**config.mk**
```make
export PLATFORM = sky130hd
export DESIGN_NAME = draw_sequencer
export DESIGN_NICKNAME = d
export VERILOG_FILES = /design/src/rtl/draw_sequencer.sv
export SDC_FILE = /design/constraint.sdc
export NUM_CORES = 1
export LEC_CHECK = 0
export CORE_ASPECT_RATIO = 0.7
export CORE_MARGIN = 2
export CORE_UTILIZATION = 54
export DETAILED_ROUTE_END_ITERATION = 8
export PLACE_DENSITY = 0.88
export SYNTH_ARGS = -nofsm -noshare
export SYNTH_HDL_FRONTEND = slang
export SYNTH_SLANG_ARGS = --single-unit
```
**constraint.sdc**
```tcl
create_clock -name CLK -period 3.3 [get_ports CLK]
set_clock_uncertainty 0.1 [all_clocks]
set_input_delay 0.495 -clock CLK [delete_from_list [all_inputs] [get_ports CLK]]
set_output_delay 0.495 -clock CLK [all_outputs]
set_load 0.02 [all_outputs]
```
**src/rtl/draw_sequencer.sv**
```systemverilog
`default_nettype none
// +----------------------------------------------------------------------------+
// | Module      : draw_sequencer                                               |
// | Description : Command scheduler for the drawing engines. Queues 4-bit      |
// |               draw opcodes from the host and issues them one at a time to  |
// |               CF/CD/RF/RD/LD/FU engines. It holds the shared coordinate    |
// |               mux select (SEL) until the registered mux has sampled the    |
// |               engine's final output. Frame-update requests take priority   |
// |               over queued commands.                                        |
// | Ports       : CLK, RST_N (sync, active low)                                |
// |               cmd_valid/cmd_op/cmd_ready : host command queue push side    |
// |               fu_req    : frame-update request level                       |
// |               eng_done  : per-engine done pulses {FU,LD,RD,RF,CD,CF}       |
// |               start     : one-cycle engine start pulse, same mapping       |
// |               SEL       : mux select, opcode encoding, 15 = idle           |
// |               busy, err : activity and sticky error flags                  |
// | Options     : DRAW_SEQ_TIMEOUT_EN - WAIT watchdog of TIMEOUT_CYCLES        |
// | Revision    : 1.0 - initial release                                        |
// +----------------------------------------------------------------------------+
module draw_sequencer #(
  parameter int FIFO_DEPTH     = 4,
  parameter int TIMEOUT_CYCLES = 4096
) (
  input  logic       CLK,
  input  logic       RST_N,
  input  logic       cmd_valid,
  input  logic [3:0] cmd_op,
  output logic       cmd_ready,
  input  logic       fu_req,
  input  logic [5:0] eng_done,
  output logic [5:0] start,
  output logic [3:0] SEL,
  output logic       busy,
  output logic       err
);

  localparam int           c_aw       = $clog2(FIFO_DEPTH);
  localparam logic [c_aw:0] c_full    = (c_aw+1)'(FIFO_DEPTH);
  localparam logic [3:0]   c_op_fu    = 4'd10;
  localparam logic [3:0]   c_op_nop   = 4'd15;
  localparam logic [3:0]   c_sel_idle = 4'd15;

  typedef enum logic [1:0] {
    ST_IDLE  = 2'd0,
    ST_ISSUE = 2'd1,
    ST_WAIT  = 2'd2,
    ST_DRAIN = 2'd3
  } state_t;

  // Degenerate configurations are rejected at elaboration.
  if (FIFO_DEPTH < 2 || (FIFO_DEPTH & (FIFO_DEPTH - 1)) != 0 || TIMEOUT_CYCLES < 1) begin : g_bad_params
    $error("draw_sequencer: FIFO_DEPTH must be a power of 2 >= 2 and TIMEOUT_CYCLES >= 1");
  end

  // Opcode to engine one-hot; illegal opcodes and NOP map to zero.
  function automatic logic [5:0] f_onehot(input logic [3:0] op);
    logic [5:0] v;
    v = 6'b000000;
    case (op)
      4'd0:    v = 6'b000001;
      4'd1:    v = 6'b000010;
      4'd2:    v = 6'b000100;
      4'd3:    v = 6'b001000;
      4'd4:    v = 6'b010000;
      c_op_fu: v = 6'b100000;
      default: v = 6'b000000;
    endcase
    return v;
  endfunction

  // ---------------- command queue ----------------
  logic [3:0]      r_mem [FIFO_DEPTH];
  logic [c_aw-1:0] r_wr_ptr;
  logic [c_aw-1:0] r_rd_ptr;
  logic [c_aw:0]   r_count;
  logic            w_push;
  logic            w_pop;
  logic [3:0]      w_head;

  assign cmd_ready = (r_count != c_full);
  assign w_push    = cmd_valid && cmd_ready;
  assign w_head    = r_mem[r_rd_ptr];

  always_ff @(posedge CLK) begin
    if (w_push) begin
      r_mem[r_wr_ptr] <= cmd_op;
    end
  end

  // Pointers wrap naturally because the depth is a power of two.
  always_ff @(posedge CLK) begin
    if (!RST_N) begin
      r_wr_ptr <= '0;
      r_rd_ptr <= '0;
      r_count  <= '0;
    end else begin
      if (w_push) r_wr_ptr <= r_wr_ptr + 1'b1;
      if (w_pop)  r_rd_ptr <= r_rd_ptr + 1'b1;
      case ({w_push, w_pop})
        2'b10:   r_count <= r_count + 1'b1;
        2'b01:   r_count <= r_count - 1'b1;
        default: r_count <= r_count;
      endcase
    end
  end

  // ---------------- sequencer FSM ----------------
  state_t     r_state;
  state_t     w_state_nxt;
  logic [3:0] r_op;
  logic [3:0] w_op_nxt;
  logic [5:0] r_start;
  logic [5:0] w_start_nxt;
  logic [3:0] r_sel;
  logic [3:0] w_sel_nxt;
  logic       r_err;
  logic       w_err_set;
  logic       w_done_hit;
  logic       w_timeout;

  // Only the active engine's done bit counts; r_op is NOP (no bits) in IDLE.
  assign w_done_hit = |(eng_done & f_onehot(r_op));

`ifdef DRAW_SEQ_TIMEOUT_EN
  localparam int c_tw = $clog2(TIMEOUT_CYCLES + 1);
  logic [c_tw-1:0] r_wd_cnt;

  // Counts WAIT cycles; expiry fires in the TIMEOUT_CYCLES-th WAIT cycle so
  // the counter reaches TIMEOUT_CYCLES on the same edge that enters DRAIN.
  always_ff @(posedge CLK) begin
    if (!RST_N) begin
      r_wd_cnt <= '0;
    end else if (r_state == ST_ISSUE) begin
      r_wd_cnt <= '0;
    end else if (r_state == ST_WAIT) begin
      r_wd_cnt <= r_wd_cnt + 1'b1;
    end
  end

  assign w_timeout = (r_state == ST_WAIT) && (r_wd_cnt == c_tw'(TIMEOUT_CYCLES - 1));
`else
  assign w_timeout = 1'b0;
`endif

  always_comb begin
    w_state_nxt = r_state;
    w_op_nxt    = r_op;
    w_pop       = 1'b0;
    w_err_set   = 1'b0;
    case (r_state)
      ST_IDLE: begin
        if (fu_req) begin
          // Frame update wins over the queue and leaves it untouched.
          w_state_nxt = ST_ISSUE;
          w_op_nxt    = c_op_fu;
        end else if (r_count != '0) begin
          w_pop = 1'b1;
          if (|f_onehot(w_head)) begin
            w_state_nxt = ST_ISSUE;
            w_op_nxt    = w_head;
          end else if (w_head != c_op_nop) begin
            w_err_set = 1'b1;
          end
        end
      end
      ST_ISSUE: w_state_nxt = ST_WAIT;
      ST_WAIT: begin
        if (w_done_hit) begin
          w_state_nxt = ST_DRAIN;
        end else if (w_timeout) begin
          w_state_nxt = ST_DRAIN;
          w_err_set   = 1'b1;
        end
      end
      ST_DRAIN: begin
        w_state_nxt = ST_IDLE;
        w_op_nxt    = c_op_nop;
      end
      default: begin
        w_state_nxt = ST_IDLE;
        w_op_nxt    = c_op_nop;
      end
    endcase
    // Outputs are registered from the next state so they line up with it.
    w_start_nxt = (w_state_nxt == ST_ISSUE) ? f_onehot(w_op_nxt) : 6'b000000;
    w_sel_nxt   = (w_state_nxt == ST_IDLE)  ? c_sel_idle : w_op_nxt;
  end

  always_ff @(posedge CLK) begin
    if (!RST_N) begin
      r_state <= ST_IDLE;
      r_op    <= c_op_nop;
      r_start <= 6'b000000;
      r_sel   <= c_sel_idle;
      r_err   <= 1'b0;
    end else begin
      r_state <= w_state_nxt;
      r_op    <= w_op_nxt;
      r_start <= w_start_nxt;
      r_sel   <= w_sel_nxt;
      r_err   <= r_err | w_err_set;
    end
  end

  assign start = r_start;
  assign SEL   = r_sel;
  assign err   = r_err;
  assign busy  = (r_state != ST_IDLE) || (r_count != '0);

endmodule
`default_nettype wire
```
==> summary.txt <==
Synth
  • Largest family of logic cells by synthesized area: simple AND/OR/NAND/NOR gates
  • YS warnings: 0
  • Syn nets: 212
  • Area leader, netlist: dfxtp_1
  • Share of flip-flops with an asynchronous set or reset: 0%
  • Xor/xnor share of the synthesized area: 2.09%
  • Yosys cell types: 52
  • Most frequent cell after synthesis: dfxtp_1
  • Syn_area_per_cell: 11.1 µm²
  • Most common library cells after synthesis: dfxtp_1, nand2_1, edfxtp_1
  • Adder-cell share of the synthesized area: 5.73%
  • Post-synth EDFFs: 16
  • Compound-Gate Fraction of Synth Area: 16.2%
  • Simple-gate share of the synthesized area: roughly 18%
  • Mapped Area: about 0.0021 mm²
  • Main synth FF type: dfxtp_1
  • Multiplexer area fraction after synthesis: 6.93%
  • Post-synth top area share: 24.9%
  • Synth Register Bits: 42
  • Synth area leaders: dfxtp_1, edfxtp_1, ha_1, nand2_1, mux4_2
  • Seq/Total Area, Yosys: 47.8%
  • Gate Count Post-Synth: 189

STA
  • Worst-Margin Slew: 0.580 ns
  • RSZ-0062 raised after global routing: false
  • Setup TNS: 0 ns
  • Slew Limit Headroom: 61.2%
  • Fin. max-slew vios: 0
  • Final period utilization: 85.0%
  • WHS: 0.405 ns
  • Maximum clock rate: 0.356 GHz
  • Fin. Hold Viols: 0
  • Min cycle time layout: about 2.8 ns
  • Final setup fails: 0

Critical path
  • CP Capture Type: register
  • Worst r2r path cells: 10
  • Slowest Stage Delay on Critical Path: 0.38 ns
  • CP Data Required Time: 3.42 ns
  • Critical path type: reg2reg
  • Worst reg2reg startpoint: r_state[0]$_SDFF_PN0_
  • Worst Path Arrival: a little under 3 ns
  • Slowest stage cell on the critical path: fa_1
  • Worst-path maximum fanout: 11
  • Worst Setup Start Kind: register
  • R2R Path End: r_count[2]$_SDFFE_PN0P_
  • Flop2flop setup slack: between 0.4 and 0.5 ns
  • CP Cell Sequence: inv_1, ha_1, nand2b_1, nor2_1, ha_1, inv_1, fa_1, xor2_1, or3_1, a21boi_0

Layout
  • Nets: 241
  • Layout cells sized above 1: 11.0%
  • Final Util: 68.5%
  • Fillers: 262
  • N_diodes: 0
  • P&R area growth vs syn: 18.6%
  • Final Cell Area: 0.00248 mm²

Floorplan
  • Initial Util: 57.8%
  • Die area: 0.00440 mm²
  • Ports: 27
  • Chip height: 56.1 µm
  • # rows: 18
  • Core ar.: 0.00363 mm²
  • Die X: between 70 and 80 µm

Drt
  • Antenna viol nets, final: 0
  • WL per Instance: 15.8 µm
  • Initial DRC count: 170
  • Detailed-route via count: 1551
  • Routed wire length: 4250 µm
  • Vias per cell: 5.77
  • Initial DRT Pass Iterations: 4
  • DRC: 0

Hold path
  • Hold endpoint: r_wr_ptr[1]$_SDFFE_PN0P_
  • Hold depth: 2
  • Hold Crit Class: reg2reg
  • Hold Crit Start: r_wr_ptr[1]$_SDFFE_PN0P_

GRT
  • Largest net degree at the start of global routing: 16
  • Total grt overflow: 0
  • Initial antenna violation count: 0
  • Vias in the first global route: roughly 1400
  • Tot GR Track Use: 20.7%
  • Global-route wire length before repair: 6890 µm

Power and ir drop
  • Psw: 885 µW
  • Comb pwr share: between 50% and 60%
  • Sequential share of power: 34.5%
  • Total power: roughly 2200 µW
  • Peak VDD IR: approximately 0.37 mV
  • Cell internal pwr: around 1300 µW
  • Clock share of power: between 15 and 20%
  • Static leakage: approximately 0.00093 µW
  • Pwr Density: between 800 and 900 mW/mm²
  • Sw Ratio: 40.4%

Clock network
  • Root buffer cell: clkbuf_8
  • Clock Latency Late Sink: ~0.3 ns
  • PostCTS Resize Cnt: 0
  • CTS buffer count: 5
  • CTS H-Tree Depth: 2
  • Setup repair bufs after CTS: 0
  • Worst-path clk slew: ~0.08 ns
  • CTS max path bufs: 2
  • CTS tree: built
  • CTS sink cnt: 42
  • Hold-fix buffer count after cts: 0

Placement
  • Post-DP HPWL: 3290 µm
  • PortBufs: 26
  • Cell Area, Placed: approximately 0.0024 mm²
  • RePlAce Congestion: 0.874

Status
  • Status: finished clean

Run
  • Max Cap Viol: 0
worst max-delay path by stage:
stage | from | to | slack (ns)
2_1_floorplan | r_state[0]$_SDFF_PN0_ | r_count[2]$_SDFFE_PN0P_ | 0.86
3_3_place_gp | fu_req | r_count[2]$_SDFFE_PN0P_ | 0.47
3_5_place_dp | fu_req | r_count[2]$_SDFFE_PN0P_ | 0.38
4_1_cts | r_state[0]$_SDFF_PN0_ | r_count[2]$_SDFFE_PN0P_ | 0.53
5_1_grt | r_state[0]$_SDFF_PN0_ | r_count[2]$_SDFFE_PN0P_ | 0.28
6_report | r_state[0]$_SDFF_PN0_ | r_count[2]$_SDFFE_PN0P_ | 0.49
placed cells by master, fill, tap and decap left out, types with 3 or more instances in the layout:
cell,instances
nand4_1,3
dfxtp_1,26
and3_1,4
inv_1,10
ha_1,8
a21oi_1,5
xor2_1,3
clkbuf_8,6
a21boi_0,4
o21a_1,3
nor3_1,5
edfxtp_1,16
clkdlybuf4s50_1,26
and2_1,6
nor2b_1,9
o21ai_0,3
nor2_1,11
nand2b_1,5
a31oi_1,3
mux4_2,3
nand2_1,18
power groups by stage:
stage               sequential (µW)  clock [µW]  combinational (µW)
finish                          755         339                1090
global route                    773         362                1190
CTS                             754         340                1090
detailed placement              765           0                1080
global placement                762           0                1050
floorplan                       762           0                 805
stage by stage:
| step | instances | worst slack [ns] |
|---|---|---|
| 6_report | 269 | 0.494 |
| 3_3_place_gp | 261 | 0.466 |
| 5_1_grt | 269 | 0.275 |
| 4_1_cts | 269 | 0.528 |
| 3_5_place_dp | 261 | 0.378 |
| 2_1_floorplan | 189 | 0.863 |
critical path: cells and delay by family (launching register included):
kind,cells,cell delay (ns)
buffers and inverters,2,0.21
adders and majority gates,3,1.00
xor gates and xnor gates,1,0.16
and+or+nand+nor,3,0.75
AOI/OAI and AO/OA,1,0.15
DFF,1,0.36
flip-flops by register name, indices dropped and copies added, names as in the netlist, named ones only:
signal,cells
start,6
r_wr_ptr,2
r_mem,16
r_op,4
r_rd_ptr,2
r_count,3
r_state,2
SEL,4
err,1
kinds of logic after synthesis:
| group | Yosys count |
|---|---|
| compound gates | 40 |
| xor+xnor | 5 |
| fa+ha+maj | 9 |
| buf+inv | 16 |
| flops | 42 |
| mux | 7 |
| simple gates | 70 |
layer usage:
metal  part of all wire, %  global-route usage [%]
met1                    46                    31.4
met2                    43                    29.1
met3                   9.6                    4.38
met4                   1.3                    7.52
met5                     0                       0
final cells by class:
cell class / instances / area (µm²) / share of cell area, %
sequential: 42 / 1000 / 40.3
clock inverter: 1 / 5.00 / 0.201
multi-input combinational: 131 / 1020 / 40.9
clock buffer: 7 / 86.3 / 3.47
inverter: 10 / 37.5 / 1.51
tap: 50 / 62.6 / 2.52
timing repair buffer: 28 / 275 / 11.1
Note: power is estimated with default switching activity, not from simulation.
